<file path="src/rtl/timer_display_pkg.sv">
// Shared constants for the timer_display slice: active-low 7-segment
// patterns (bit order {g,f,e,d,c,b,a}), anode encodings and the digit-slot
// enumeration used by the scan counter.
package timer_display_pkg;

  localparam logic [6:0] SEG_BLANK = 7'h7F;
  localparam logic [6:0] SEG_DASH  = 7'b0111111;

  localparam logic [6:0] SEG_0 = 7'b1000000;
  localparam logic [6:0] SEG_1 = 7'b1111001;
  localparam logic [6:0] SEG_2 = 7'b0100100;
  localparam logic [6:0] SEG_3 = 7'b0110000;
  localparam logic [6:0] SEG_4 = 7'b0011001;
  localparam logic [6:0] SEG_5 = 7'b0010010;
  localparam logic [6:0] SEG_6 = 7'b0000010;
  localparam logic [6:0] SEG_7 = 7'b1111000;
  localparam logic [6:0] SEG_8 = 7'b0000000;
  localparam logic [6:0] SEG_9 = 7'b0010000;

  localparam logic [3:0] AN_OFF = 4'hF;

  // Scan slot order: rightmost digit first.
  typedef enum logic [1:0] {
    IdxSecUnit = 2'd0,
    IdxSecTens = 2'd1,
    IdxMinUnit = 2'd2,
    IdxMinTens = 2'd3
  } digit_idx_e;

  // Active-low one-hot anode for a given slot.
  function automatic logic [3:0] an_for(input digit_idx_e idx);
    logic [3:0] an;
    an = AN_OFF;
    unique case (idx)
      IdxSecUnit: an = 4'b1110;
      IdxSecTens: an = 4'b1101;
      IdxMinUnit: an = 4'b1011;
      IdxMinTens: an = 4'b0111;
      default:    an = AN_OFF;
    endcase
    return an;
  endfunction

endpackage

</file>
<file path="src/rtl/bcd_to_7seg.sv">
// Combinational BCD to active-low 7-segment decoder.
// Ports:
//   bcd_i  4-bit code; 0-9 decode to digits, 10-15 decode to a dash
//   seg_o  active-low segments {g,f,e,d,c,b,a}
module bcd_to_7seg
  import timer_display_pkg::*;
(
  input  logic [3:0] bcd_i,
  output logic [6:0] seg_o
);

  always_comb begin
    seg_o = SEG_DASH;
    unique case (bcd_i)
      4'd0:    seg_o = SEG_0;
      4'd1:    seg_o = SEG_1;
      4'd2:    seg_o = SEG_2;
      4'd3:    seg_o = SEG_3;
      4'd4:    seg_o = SEG_4;
      4'd5:    seg_o = SEG_5;
      4'd6:    seg_o = SEG_6;
      4'd7:    seg_o = SEG_7;
      4'd8:    seg_o = SEG_8;
      4'd9:    seg_o = SEG_9;
      default: seg_o = SEG_DASH;
    endcase
  end

endmodule

</file>
<file path="src/rtl/timer_display.sv">
// Time-multiplexed driver for a common-anode 4-digit 7-segment display
// showing MM:SS from the countdown timer. Digits are snapshotted once per
// scan frame, the minute-tens digit can be blanked when zero, the colon is
// lit on the minute-units slot, and the whole display blinks while
// `finished` is high. All outputs are registered.
// Ports:
//   clk, rst            clock, asynchronous active-low reset
//   in_second_unit/tens BCD seconds digits
//   in_minute_unit/tens BCD minutes digits
//   finished            timer has reached 00:00 (enables blinking)
//   seg                 active-low segments {g,f,e,d,c,b,a}
//   an                  active-low one-hot anode select
//   dp                  active-low colon / decimal point
module timer_display
  import timer_display_pkg::*;
#(
  parameter int unsigned SCAN_DIV  = 4,
  parameter int unsigned BLINK_DIV = 8,
  parameter int unsigned BLANK_LZ  = 1
) (
  input  logic       clk,
  input  logic       rst,
  input  logic [3:0] in_second_unit,
  input  logic [3:0] in_second_tens,
  input  logic [3:0] in_minute_unit,
  input  logic [3:0] in_minute_tens,
  input  logic       finished,
  output logic [6:0] seg,
  output logic [3:0] an,
  output logic       dp
);

  localparam int unsigned ScanW  = $clog2(SCAN_DIV);
  localparam int unsigned BlinkW = $clog2(BLINK_DIV);

  logic [ScanW-1:0]  scan_cnt_q;
  digit_idx_e        idx_q;
  logic [3:0][3:0]   snap_q;      // indexed by digit_idx_e
  logic [BlinkW-1:0] blink_cnt_q;
  logic              blank_q;     // 1 = blank half of the blink period
  logic              tick;
  logic              blank_now;
  logic [3:0]        cur_digit;
  logic [6:0]        dec_seg;
  logic [6:0]        seg_d;
  logic [3:0]        an_d;
  logic              dp_d;

  assign tick      = (scan_cnt_q == ScanW'(SCAN_DIV - 1));
  assign cur_digit = snap_q[idx_q];
  // Dropping `finished` must unblank on the very next output update, so the
  // stale phase register is masked rather than waited on.
  assign blank_now = finished & blank_q;

  bcd_to_7seg u_dec (
    .bcd_i (cur_digit),
    .seg_o (dec_seg)
  );

  // Scan prescaler, digit index and per-frame snapshot.
  always_ff @(posedge clk or negedge rst) begin
    if (!rst) begin
      scan_cnt_q <= '0;
      idx_q      <= IdxSecUnit;
      snap_q     <= '0;
    end else begin
      if (tick) begin
        scan_cnt_q <= '0;
        idx_q      <= digit_idx_e'(idx_q + 2'd1);
        // Latch at the frame boundary so the next frame is coherent.
        if (idx_q == IdxMinTens) begin
          snap_q[IdxSecUnit] <= in_second_unit;
          snap_q[IdxSecTens] <= in_second_tens;
          snap_q[IdxMinUnit] <= in_minute_unit;
          snap_q[IdxMinTens] <= in_minute_tens;
        end
      end else begin
        scan_cnt_q <= scan_cnt_q + ScanW'(1);
      end
    end
  end

  // Blink timebase; runs only while finished, first phase is visible.
  always_ff @(posedge clk or negedge rst) begin
    if (!rst) begin
      blink_cnt_q <= '0;
      blank_q     <= 1'b0;
    end else if (!finished) begin
      blink_cnt_q <= '0;
      blank_q     <= 1'b0;
    end else if (blink_cnt_q == BlinkW'(BLINK_DIV - 1)) begin
      blink_cnt_q <= '0;
      blank_q     <= ~blank_q;
    end else begin
      blink_cnt_q <= blink_cnt_q + BlinkW'(1);
    end
  end

  always_comb begin
    seg_d = dec_seg;
    an_d  = an_for(idx_q);
    dp_d  = (idx_q == IdxMinUnit) ? 1'b0 : 1'b1;
    if ((BLANK_LZ != 0) && (idx_q == IdxMinTens) && (cur_digit == 4'd0)) begin
      seg_d = SEG_BLANK;
    end
    if (blank_now) begin
      seg_d = SEG_BLANK;
      an_d  = AN_OFF;
      dp_d  = 1'b1;
    end
  end

  always_ff @(posedge clk or negedge rst) begin
    if (!rst) begin
      seg <= SEG_BLANK;
      an  <= AN_OFF;
      dp  <= 1'b1;
    end else begin
      seg <= seg_d;
      an  <= an_d;
      dp  <= dp_d;
    end
  end

endmodule

</file>
<file path="config.mk">
export PLATFORM = sky130hd
export DESIGN_NAME = timer_display
export DESIGN_NICKNAME = d
export VERILOG_FILES = /design/src/rtl/timer_display_pkg.sv /design/src/rtl/bcd_to_7seg.sv /design/src/rtl/timer_display.sv
export SDC_FILE = /design/constraint.sdc
export NUM_CORES = 1
export LEC_CHECK = 0
export BUFFER_PORTS_ARGS = -buffer_cell sky130_fd_sc_hd__buf_4
export CAP_MARGIN = 0
export CELL_PAD_IN_SITES_DETAIL_PLACEMENT = 0
export CELL_PAD_IN_SITES_GLOBAL_PLACEMENT = 2
export CORE_MARGIN = 1.5
export CORE_UTILIZATION = 39
export DETAILED_ROUTE_END_ITERATION = 6
export PLACE_DENSITY_LB_ADDON = 0.05
export SYNTH_ARGS = -nofsm -noshare
export SYNTH_HDL_FRONTEND = slang
export SYNTH_HIERARCHICAL = 1
export SYNTH_SLANG_ARGS = --single-unit
</file>
<file path="constraint.sdc">
create_clock -name clk -period 4.4 [get_ports clk]
set_input_delay 1.1 -clock clk [delete_from_list [all_inputs] [get_ports clk]]
set_output_delay 1.1 -clock clk [all_outputs]
set_load 0.01 [all_outputs]
</file>
==> results.md, run 1 <==
* Nets at 202
* Pwr dens at 340 nW/um^2
* Clock slew seen by the registers of the worst setup and hold paths at 0.07 ns
* Clock Sinks at 35
* Max-cap viol count at 0
* Final routed DRC violation total at 0
* RSZ-0062 raised after global routing: false
* Layout cells sized above 1 at 0.345
* Share of the yosys chip area belonging to registers at 0.519
* CP Buf/Inv Count at 0
* CTS buffer count at 5
* CP top delay family: multiplexers
* Outcome: completed
* Aggregate routed wire length at 2720 microns
* YS warnings at 6
* Distinct cells, synth at 30
* Initial antenna violation count at 0
* VDD IR max at 0.219 mV
* Detail Placement HPWL at 2040 microns
* Reg-to-Reg End: seg[0]
* Ys flop type: dfrtp_1
* Syn_area_per_cell at 12.2 sq um
* Vias in the first global route at 1030
* I/O Buffers at 30
* Area grow syn2layout at 20.5%
* Critical Path Fanout Max at 18
* Leak pwr at 0.959 nW
* ANT cells at 0
* Mapped Area at 1710 sq um
* Die Span X at 69.3 microns
* #FFs+latches synth at 35
* Multi-input gate area in the final layout at 756 sq um
* I/O pin total at 31
* Hold Path Origin: scan_cnt_q[0]
* Tmin final at 2.27 ns
* Worst reg2reg setup slack at 2.13 ns
* Most frequent cells in the layout: buf_4, dfrtp_1, nor2_1
* Fmax at 0.441 GHz
* Average wire per standard cell at 12.3 microns
* Clock Latency Late Sink at 0.28 ns
* # resized after CTS at 0
* Slowest stage delay, CP at 0.87 ns
* Hold Vio Cnt, Final at 0
* Setup bufs post-CTS at 0
* CP Capture Type: flip-flop
* Post-Synthesis Cells at 140
* Most common cell after layout, fill and taps aside: buf_4
* CP Cell Sequence: mux4_1 > or2_4 > a21oi_1 > nor2_1 > nor2_1 > o31ai_1
* Kind of critical path: reg2reg
* Hold endpoint: scan_cnt_q[0]
* Std cell rows at 23
* Global-route wire length before repair at 4750 microns
* Finish-stage setup viols at 0
* Period utilization at 0.515
* Slowest CP cell: mux4_1
* CTS tree: built
* Post-Route Setup TNS at 0 ns
* Data arrival, critical path at 2.45 ns
* R2R depth at 6
* HP Class: reg2reg
* GRT Overall Usage at 0.125
* Largest net degree at the start of global routing at 36
* Final Max Tran Viols at 0
* Root buf cell: clkbuf_8
* Fill cell count at 349
* Seq. cell area at 890 sq um
* Routed Antenna Nets at 0
* Synth Net Count at 172
* Gpl congestion at 0.834
* Vias at 1056
* Hold_ws at 0.429 ns
* Worst path required time at 4.59 ns
* Grt total ovfl at 0
* RR Startpoint: idx_q[0]
* # H-tree levels at 2
* Worst Setup Start Kind: flip-flop
* Starting DRT DRC Count at 61
* Slew @ Worst Pin at 0.652 ns
* Clk buf depth at 2
* Cts hold-fix bufs at 0
* Vias/cell at 4.78
* Async SR Flop Fraction at 1.00
* Most used cell, CP: nor2_1
* Worst Skew at 0.00440 ns
* Total Die Area at 4800 sq um
* Die Y at 69.3 microns
* Initial Util at 0.417
* Slew HR at 0.565
* First drt pass iteration count at 3
* Number of flops mapped to enable cells by yosys at 0
* Hold path cells at 1
* Core Region at 4120 sq um
[per-layer routing]
layer	vias to the layer above	part of all wire	global-route usage	wire [microns]
met5	-	0	0	0
met4	0	0.014	0.0588	37
met2	25	0.44	0.188	1200
met1	492	0.49	0.163	1340
li1	535	-	-	-
met3	4	0.052	0.0422	140
[worst max-delay path by stage]
stage / startpoint / end / slack (ns) / cells after the start
after global routing: idx_q[0] / seg[3] / 1.93 / 6
after CTS: idx_q[0] / seg[0] / 2.10 / 6
final: idx_q[0] / seg[0] / 2.13 / 6
after detailed placement: idx_q[0] / seg[0] / 2.11 / 6
after global placement: idx_q[0] / seg[0] / 2.16 / 6
after floorplan: idx_q[0] / seg[3] / 2.36 / 8
[report_power, final]
group          internal, W  switching [W]  total (W)
logic            0.0000343      0.0000311  0.0000654
registers         0.000341     0.00000615   0.000347
clock network     0.000183       0.000107   0.000290
[per-stage QoR]
stage	setup slack [ns]	cell area, sq um	util	power [W]	std cells
2_1_floorplan	2.36	1710	-	0.000388	140
3_3_place_gp	2.16	1950	0.473	0.000418	213
3_5_place_dp	2.11	1950	0.473	0.000419	213
4_1_cts	2.10	2070	0.502	0.000715	221
5_1_grt	1.93	2070	0.502	0.000740	221
6_report	2.13	2070	0.502	0.000703	221
[synthesized netlist by cell type (2+ instances only)]
cell	n	area (sq um)
nand2b_1	2	12.5
dfstp_2	11	289
a21oi_1	4	20.0
xor2_1	2	17.5
mux4_2	2	45.0
and2_1	4	25.0
dfrtp_1	24	601
nand2_1	14	52.6
o31ai_1	7	52.6
nor2_1	15	56.3
inv_1	4	15.0
mux2_1	11	124
o21ai_0	3	15.0
buf_6	3	33.8
ha_1	13	163
mux2_2	6	67.6
clkbuf_1	2	7.51
[cell type report]
class | count | area share
inverter | 4 | 0.00727
timing repair buffer | 30 | 0.109
clock buffer | 6 | 0.0400
tap | 50 | 0.0303
sequential | 35 | 0.431
multi-input combinational | 94 | 0.366
clock inverter | 2 | 0.0170
[worst reg2reg max path: stages (launching register included)]
cell and delay, ns:
dfrtp_1 0.60, mux4_1 0.87, or2_4 0.36, a21oi_1 0.12, nor2_1 0.05, nor2_1 0.10
o31ai_1 0.08
[kinds of logic after synthesis]
kind of cell,count (synthesis),synth area share
mux,21,0.159
simple gates,41,0.112
xor+xnor,2,0.0102
flops,35,0.519
compound gates,17,0.0642
buf+inv,11,0.0401
fa+ha+maj,13,0.0949
[state kept, by name (all words and copies together) (netlist names)]
| name | cells |
|---|---|
| blink_cnt_q | 3 |
| snap_q | 16 |
| blank_q | 1 |
| dp | 1 |
| an | 3 |
| scan_cnt_q | 2 |
| seg | 7 |
| idx_q | 2 |
Note: power is estimated with default switching activity, not from simulation.
==> run 2, diff against run 1 <==
--- a/config.mk
+++ b/config.mk
@@ -5,12 +5,13 @@
 export SDC_FILE = /design/constraint.sdc
 export NUM_CORES = 1
 export LEC_CHECK = 0
+export ABC_AREA = 1
 export BUFFER_PORTS_ARGS = -buffer_cell sky130_fd_sc_hd__buf_4
 export CAP_MARGIN = 0
 export CELL_PAD_IN_SITES_DETAIL_PLACEMENT = 0
 export CELL_PAD_IN_SITES_GLOBAL_PLACEMENT = 2
 export CORE_MARGIN = 1.5
-export CORE_UTILIZATION = 39
+export CORE_UTILIZATION = 31
 export DETAILED_ROUTE_END_ITERATION = 6
 export PLACE_DENSITY_LB_ADDON = 0.05
 export SYNTH_ARGS = -nofsm -noshare
==> constraint.sdc (replaced) <==
create_clock -name clk -period 1.95 [get_ports clk]
set_input_delay 0.4875 -clock clk [delete_from_list [all_inputs] [get_ports clk]]
set_output_delay 0.4875 -clock clk [all_outputs]
set_load 0.01 [all_outputs]
==> run 2 against run 1 <==
Synthesized cell count grew 26%. Worst hold slack worse by 0.29 ns. Critical path depth grew 4. Final cell count increased by 29%. Sequential share of layout area is 2.1 points lower. Via count grew 14%. Clock power grew to 2.6 times the previous value. Largest power group unchanged. Register-to-register slack got worse by 1.9 ns.
==> results.md, run 2 <==
* Outcome: completed
* Worst Skew at 0.00892 ns
* Max-cap viol count at 0
* Fmax at 0.572 GHz
* Commonest cells post-synth: nand2_1, dfrtp_1, inv_1
* Nets at 246
* Final Max Tran Viols at 0
* Tmin final at 1.75 ns
* I/O Buffers at 30
* Largest Register: snap_q
* Vias/cell at 4.24
* Average wire per standard cell at 10.6 microns
* DP Worst Slack at 0.124 ns
* Aggregate routed wire length at 3030 microns
* Vias in the first global route at 1252
* Gpl congestion at 0.824
* Kind of critical path: reg2reg
* Slew @ Worst Pin at 0.435 ns
* Top flop regs: snap_q x16, seg x7
* Multi-input gate area in the final layout at 736 sq um
* Distinct cells, synth at 19
* GRT Overall Usage at 0.120
* Routed Antenna Nets at 0
* Die Y at 77.6 microns
* Vias at 1209
* Total Die Area at 6010 sq um
* Ys flop type: dfrtp_1
* Area contributors post-synth: dfrtp_1, dfstp_2, nand2_1
* Reg-to-Reg End: seg[5]
* Async SR Flop Fraction at 1.00
* HP Class: in2async
* Std cell rows at 26
* Clock Latency Late Sink at 0.28 ns
* Most frequent cells in the layout: nand2_1, buf_4, dfrtp_1
* Largest net degree at the start of global routing at 36
* R2R depth at 10
* Core Region at 5240 sq um
* RSZ-0062 raised after global routing: false
* Final routed DRC violation total at 0
* Detail Placement HPWL at 2390 microns
* Setup bufs post-CTS at 0
* # H-tree levels at 2
* Hold Vio Cnt, Final at 0
* VDD IR max at 0.390 mV
* Grt total ovfl at 0
* ANT cells at 0
* CTS tree: built
* Post-Route Setup TNS at 0 ns
* Fill cell count at 538
* I/O pin total at 31
* Finish-stage setup viols at 0
* Post-Synthesis Cells at 176
* Starting DRT DRC Count at 38
* Die Span X at 77.6 microns
* Clock slew seen by the registers of the worst setup and hold paths at 0.07 ns
* Slew HR at 0.710
* Seq. cell area at 891 sq um
* Worst reg2reg setup slack at 0.20 ns
* Period utilization at 0.897
* Critical Path Fanout Max at 11
* Pwr dens at 779 nW/um^2
* Synth Net Count at 208
* Initial Util at 0.329
* First drt pass iteration count at 4
* Count leader, synth: nand2_1
* Clk buf depth at 2
* #FFs+latches synth at 35
* Area grow syn2layout at 26.1%
* RR Startpoint: idx_q[0]
* YS warnings at 6
* Mapped Area at 1720 sq um
* Setup WS post-layout at 0.200 ns
* CTS buffer count at 5
* Share of the yosys chip area belonging to registers at 0.516
* Leading area contributor after synthesis: dfrtp_1
* Synth top area share at 0.349
* Clock Sinks at 35
* Max reg flops at 16
* Global-route wire length before repair at 5560 microns
* Syn_area_per_cell at 9.79 sq um
* Root buf cell: clkbuf_8
* Worst Setup Start Kind: flip-flop
* Data arrival, critical path at 1.95 ns
* CP Capture Type: flip-flop
* Most common cell after layout, fill and taps aside: nand2_1
* Worst path required time at 2.15 ns
* Number of flops mapped to enable cells by yosys at 0
* Initial antenna violation count at 0
* Leak pwr at 1.16 nW
* Layout cells sized above 1 at 0.353
==> run 2: cell types whose count changed in the layout (fill, tap and decap cells not counted), sizes merged, moves of 3 or more <==
cell / previous run / this run
and2: 4 / 0
o31ai: 7 / 0
nand3: 0 / 12
o21ai: 4 / 1
buf: 30 / 34
mux4: 3 / 0
mux2: 17 / 14
nand2: 14 / 57
inv: 4 / 19
==> run 2: repair_timing <==
action                                  4_1_cts  5_1_grt
hold buffers                                  0        0
resized for setup                             0        2
endpoints found under the setup margin        0        6
==> run 2: kinds of logic after synthesis <==
kind of cell | after synthesis | synth area share
AO/OA/AOI/OAI | 4 | 0.0116
XOR/XNOR | 1 | 0.00508
adder cells (fa/ha/maj) | 13 | 0.0944
buffers and inverters | 22 | 0.0566
flip-flops | 35 | 0.516
multiplexers | 14 | 0.105
AND/OR/NAND/NOR | 87 | 0.211
==> run 2: layout make-up <==
type	instances	share of cell area
Sequential cell	35	0.410
Multi-Input combinational cell	119	0.339
Timing Repair Buffer	34	0.117
Tap cell	70	0.0403
Clock buffer	6	0.0334
Inverter	19	0.0328
Clock inverter	2	0.0276
==> run 2: power by group <==
part	total, W	internal, W	switching, W
sequential	0.000784	0.000769	0.0000147
combinational	0.000153	0.0000780	0.0000750
clock	0.000757	0.000511	0.000246
==> run 2: metal layers <==
| metal | up-vias | part of all wire | GRT usage |
|---|---|---|---|
| li1 | 623 | - | - |
| met1 | 547 | 0.45 | 0.142 |
| met2 | 33 | 0.48 | 0.195 |
| met3 | 6 | 0.057 | 0.0412 |
| met4 | 0 | 0.019 | 0.0545 |
| met5 | - | 0 | 0 |
==> run 2: how the worst max path moves through the flow <==
stage / startpoint / endpoint / slack [ns] / depth (start not counted)
CTS: idx_q[0] / seg[3] / 0.10 / 12
global route: idx_q[0] / seg[3] / 0.0007 / 12
global placement: idx_q[0] / seg[1] / 0.17 / 10
floorplan: idx_q[0] / seg[3] / 0.37 / 12
finish: idx_q[0] / seg[5] / 0.20 / 10
detailed placement: idx_q[0] / seg[3] / 0.12 / 12
==> run 2: per-stage QoR <==
step | util | hold WS, ns | cell area [sq um] | power [W] | cells
finish | 0.415 | 0.143 | 2170 | 0.00169 | 285
global route | 0.415 | 0.167 | 2170 | 0.00179 | 285
CTS | 0.415 | 0.149 | 2170 | 0.00173 | 285
detailed placement | 0.389 | 0.424 | 2040 | 0.000955 | 277
global placement | 0.389 | 0.414 | 2040 | 0.000950 | 277
floorplan | - | 0.192 | 1720 | 0.000876 | 176
==> run 2: worst max-delay path, stage by stage (launching register included) <==
cell and delay, ns:
dfrtp_2 0.49, buf_4 0.18, or2_2 0.29, nand3_1 0.08, nand2_2 0.12, inv_2 0.12
nand2_2 0.07, nand2_2 0.10, nand2_1 0.06, nor2_1 0.10, nand2_1 0.07
==> run 3, diff against run 2 <==
==> constraint.sdc (replaced) <==
create_clock -name clk -period 1.6 [get_ports clk]
set_input_delay 0.4 -clock clk [delete_from_list [all_inputs] [get_ports clk]]
set_output_delay 0.4 -clock clk [all_outputs]
set_load 0.01 [all_outputs]
==> run 3 against run 2 <==
Clock-buffer cell count did not move. First-iteration DRC count fell by 66%. Critical path depth rose by 2. Sequential power rose by 22%. Largest cell class unchanged.
==> results.md, run 3 (same netlist as run 2, synthesis figures left out) <==
* Fin area at 2470 sq um
* Hold Vio Cnt, Final at 0
* Clock slew seen by the registers of the worst setup and hold paths at 0.07 ns
* Total Die Area at 6010 sq um
* Layout Utilization at 0.472
* HP Class: in2async
* Outcome: completed
* Area grow syn2layout at 43.6%
* I/O pin total at 31
* Cts hold-fix bufs at 0
* Vias at 1310
* Vias/cell at 4.34
* Largest Register: snap_q
* Worst Setup Start Kind: flip-flop
* Routed Antenna Nets at 0
* R2R depth at 12
* Root buf cell: clkbuf_8
* Vias in the first global route at 1282
* Combinational share of power at 0.109
* Nets at 263
* Slew HR at 0.714
* Setup WS post-layout at 0.0551 ns
* Starting DRT DRC Count at 13
* CTS tree: built
* Slew @ Worst Pin at 0.429 ns
* Clock Sinks at 35
* Clk network pwr share at 0.439
* Global-route wire length before repair at 5580 microns
* Multi-input gate area in the final layout at 885 sq um
* Switch share at 0.207
* P_sw at 0.000438 W
* Max reg flops at 16
* Kind of critical path: reg2reg
* Most frequent cells in the layout: buf_4, nand2_1, dfrtp_1
* Aggregate routed wire length at 3330 microns
* Worst Setup EP: seg[3]
* Post-Route Setup TNS at 0 ns
* Period utilization at 0.966
* # H-tree levels at 2
* Top flop regs: snap_q x16, seg x7
* Worst reg2reg setup slack at 0.06 ns
* Reg-to-Reg End: seg[3]
* First drt pass iteration count at 4
* Gpl congestion at 0.818
* Fmax at 0.647 GHz
* CTS buffer count at 5
* Fill cell count at 508
* Final Max Tran Viols at 0
* Most common cell after layout, fill and taps aside: buf_4
* Leak pwr at 1.28 nW
* Initial Util at 0.329
* Non-filler cells, final at 302
* Average wire per standard cell at 11.0 microns
* Sequential share of power at 0.452
* Inst Count DP at 288
* CP Launch Point: idx_q[0]
* Worst Skew at 0.00877 ns
* Clk buf depth at 2
* Initial antenna violation count at 0
* Die Span X at 77.6 microns
* Core Region at 5240 sq um
* Clock Latency Late Sink at 0.29 ns
* Die Y at 77.6 microns
* Layout cells sized above 1 at 0.560
* Placed instance area at 2120 sq um
* Grt total ovfl at 0
* Largest net degree at the start of global routing at 36
* VDD IR max at 0.352 mV
* GRT Overall Usage at 0.117
* Critical Path Fanout Max at 8
* ANT cells at 0
* RR Startpoint: idx_q[0]
* RSZ-0062 raised after global routing: true
* DP Worst Slack at -0.188 ns
* Max-cap viol count at 0
* Detail Placement HPWL at 2400 microns
* CP Capture Type: flip-flop
* I/O Buffers at 30
* Tmin final at 1.54 ns
* Std cell rows at 26
* Data arrival, critical path at 1.75 ns
* Seq. cell area at 891 sq um
* Final routed DRC violation total at 0
* Worst path required time at 1.81 ns
* Finish-stage setup viols at 0
* P_int at 0.00168 W
* Pwr dens at 856 nW/um^2
-- run 3: changes by cell type in the layout (fill, tap and decap cells not counted), moves of 2 or more --
| cell | previous run | this run |
|---|---|---|
| nand2_4 | 1 | 5 |
| ha_4 | 0 | 2 |
| inv_1 | 17 | 8 |
| nand3_2 | 0 | 10 |
| inv_2 | 2 | 4 |
| buf_6 | 0 | 3 |
| nand3_1 | 12 | 2 |
| nand2_1 | 52 | 41 |
| inv_4 | 0 | 6 |
| ha_2 | 0 | 3 |
| nor2_1 | 16 | 14 |
| ha_1 | 13 | 8 |
| nand2_2 | 4 | 12 |
| buf_4 | 34 | 47 |
-- run 3: per-layer routing --
layer  share of wire  GRT usage  vias to the layer above  routed length, microns
li1                -          -                      659                       -
met1            0.42      0.136                      610                    1420
met2            0.51      0.194                       35                    1690
met3           0.050     0.0388                        6                     168
met4           0.017     0.0545                        0                      58
met5               0          0                        -                       0
-- run 3: what timing repair did --
item	4_1_cts	5_1_grt
buffers inserted	4	1
gates resized for setup	14	43
cloned	0	1
setup endpoints to repair	6	19
pin swaps	2	22
-- run 3: how the worst min path moves through the flow --
| stage | start | endpoint | slack (ns) | cells past startpoint |
|---|---|---|---|---|
| 6_report | rst | blank_q | 0.05 | 1 |
| 3_3_place_gp | rst | blank_q | 0.37 | 1 |
| 2_1_floorplan | rst | blank_q | 0.10 | 0 |
| 4_1_cts | rst | blank_q | 0.06 | 1 |
| 5_1_grt | rst | snap_q[11] | 0.08 | 1 |
| 3_5_place_dp | rst | blank_q | 0.38 | 1 |
-- run 3: critical path, cell delays in order, from the launching register on --
cell and delay, ns:
dfrtp_2 0.47, inv_4 0.12, nand2_2 0.06, nand3_2 0.06
nand2_2 0.06, inv_2 0.09, inv_4 0.06, ha_4 0.26
nand2_2 0.06, nand3_2 0.05, nand2_1 0.05, nor2_1 0.07
nand2_1 0.05
-- run 3: area by class of cell --
cell class / instances / share of cell area
inverter: 19 / 0.0369
clock inverter: 2 / 0.0243
multi-input combinational: 120 / 0.358
sequential: 35 / 0.360
timing repair buffer: 50 / 0.156
clock buffer: 6 / 0.0293
tap: 70 / 0.0354
-- run 3: per-stage QoR --
stage               hold WS (ns)  total power [W]
global placement           0.367          0.00116
global route              0.0831          0.00221
floorplan                  0.104          0.00107
detailed placement         0.378          0.00117
CTS                       0.0629          0.00213
finish                    0.0498          0.00212
-- run 3: power by group through the flow --
stage / Clock, W / Combinational [W] / Sequential [W]
floorplan: 0 / 0.0000925 / 0.000975
global placement: 0 / 0.000194 / 0.000971
detailed placement: 0 / 0.000198 / 0.000972
CTS: 0.000964 / 0.000207 / 0.000956
global route: 0.000990 / 0.000262 / 0.000961
finish: 0.000929 / 0.000231 / 0.000957
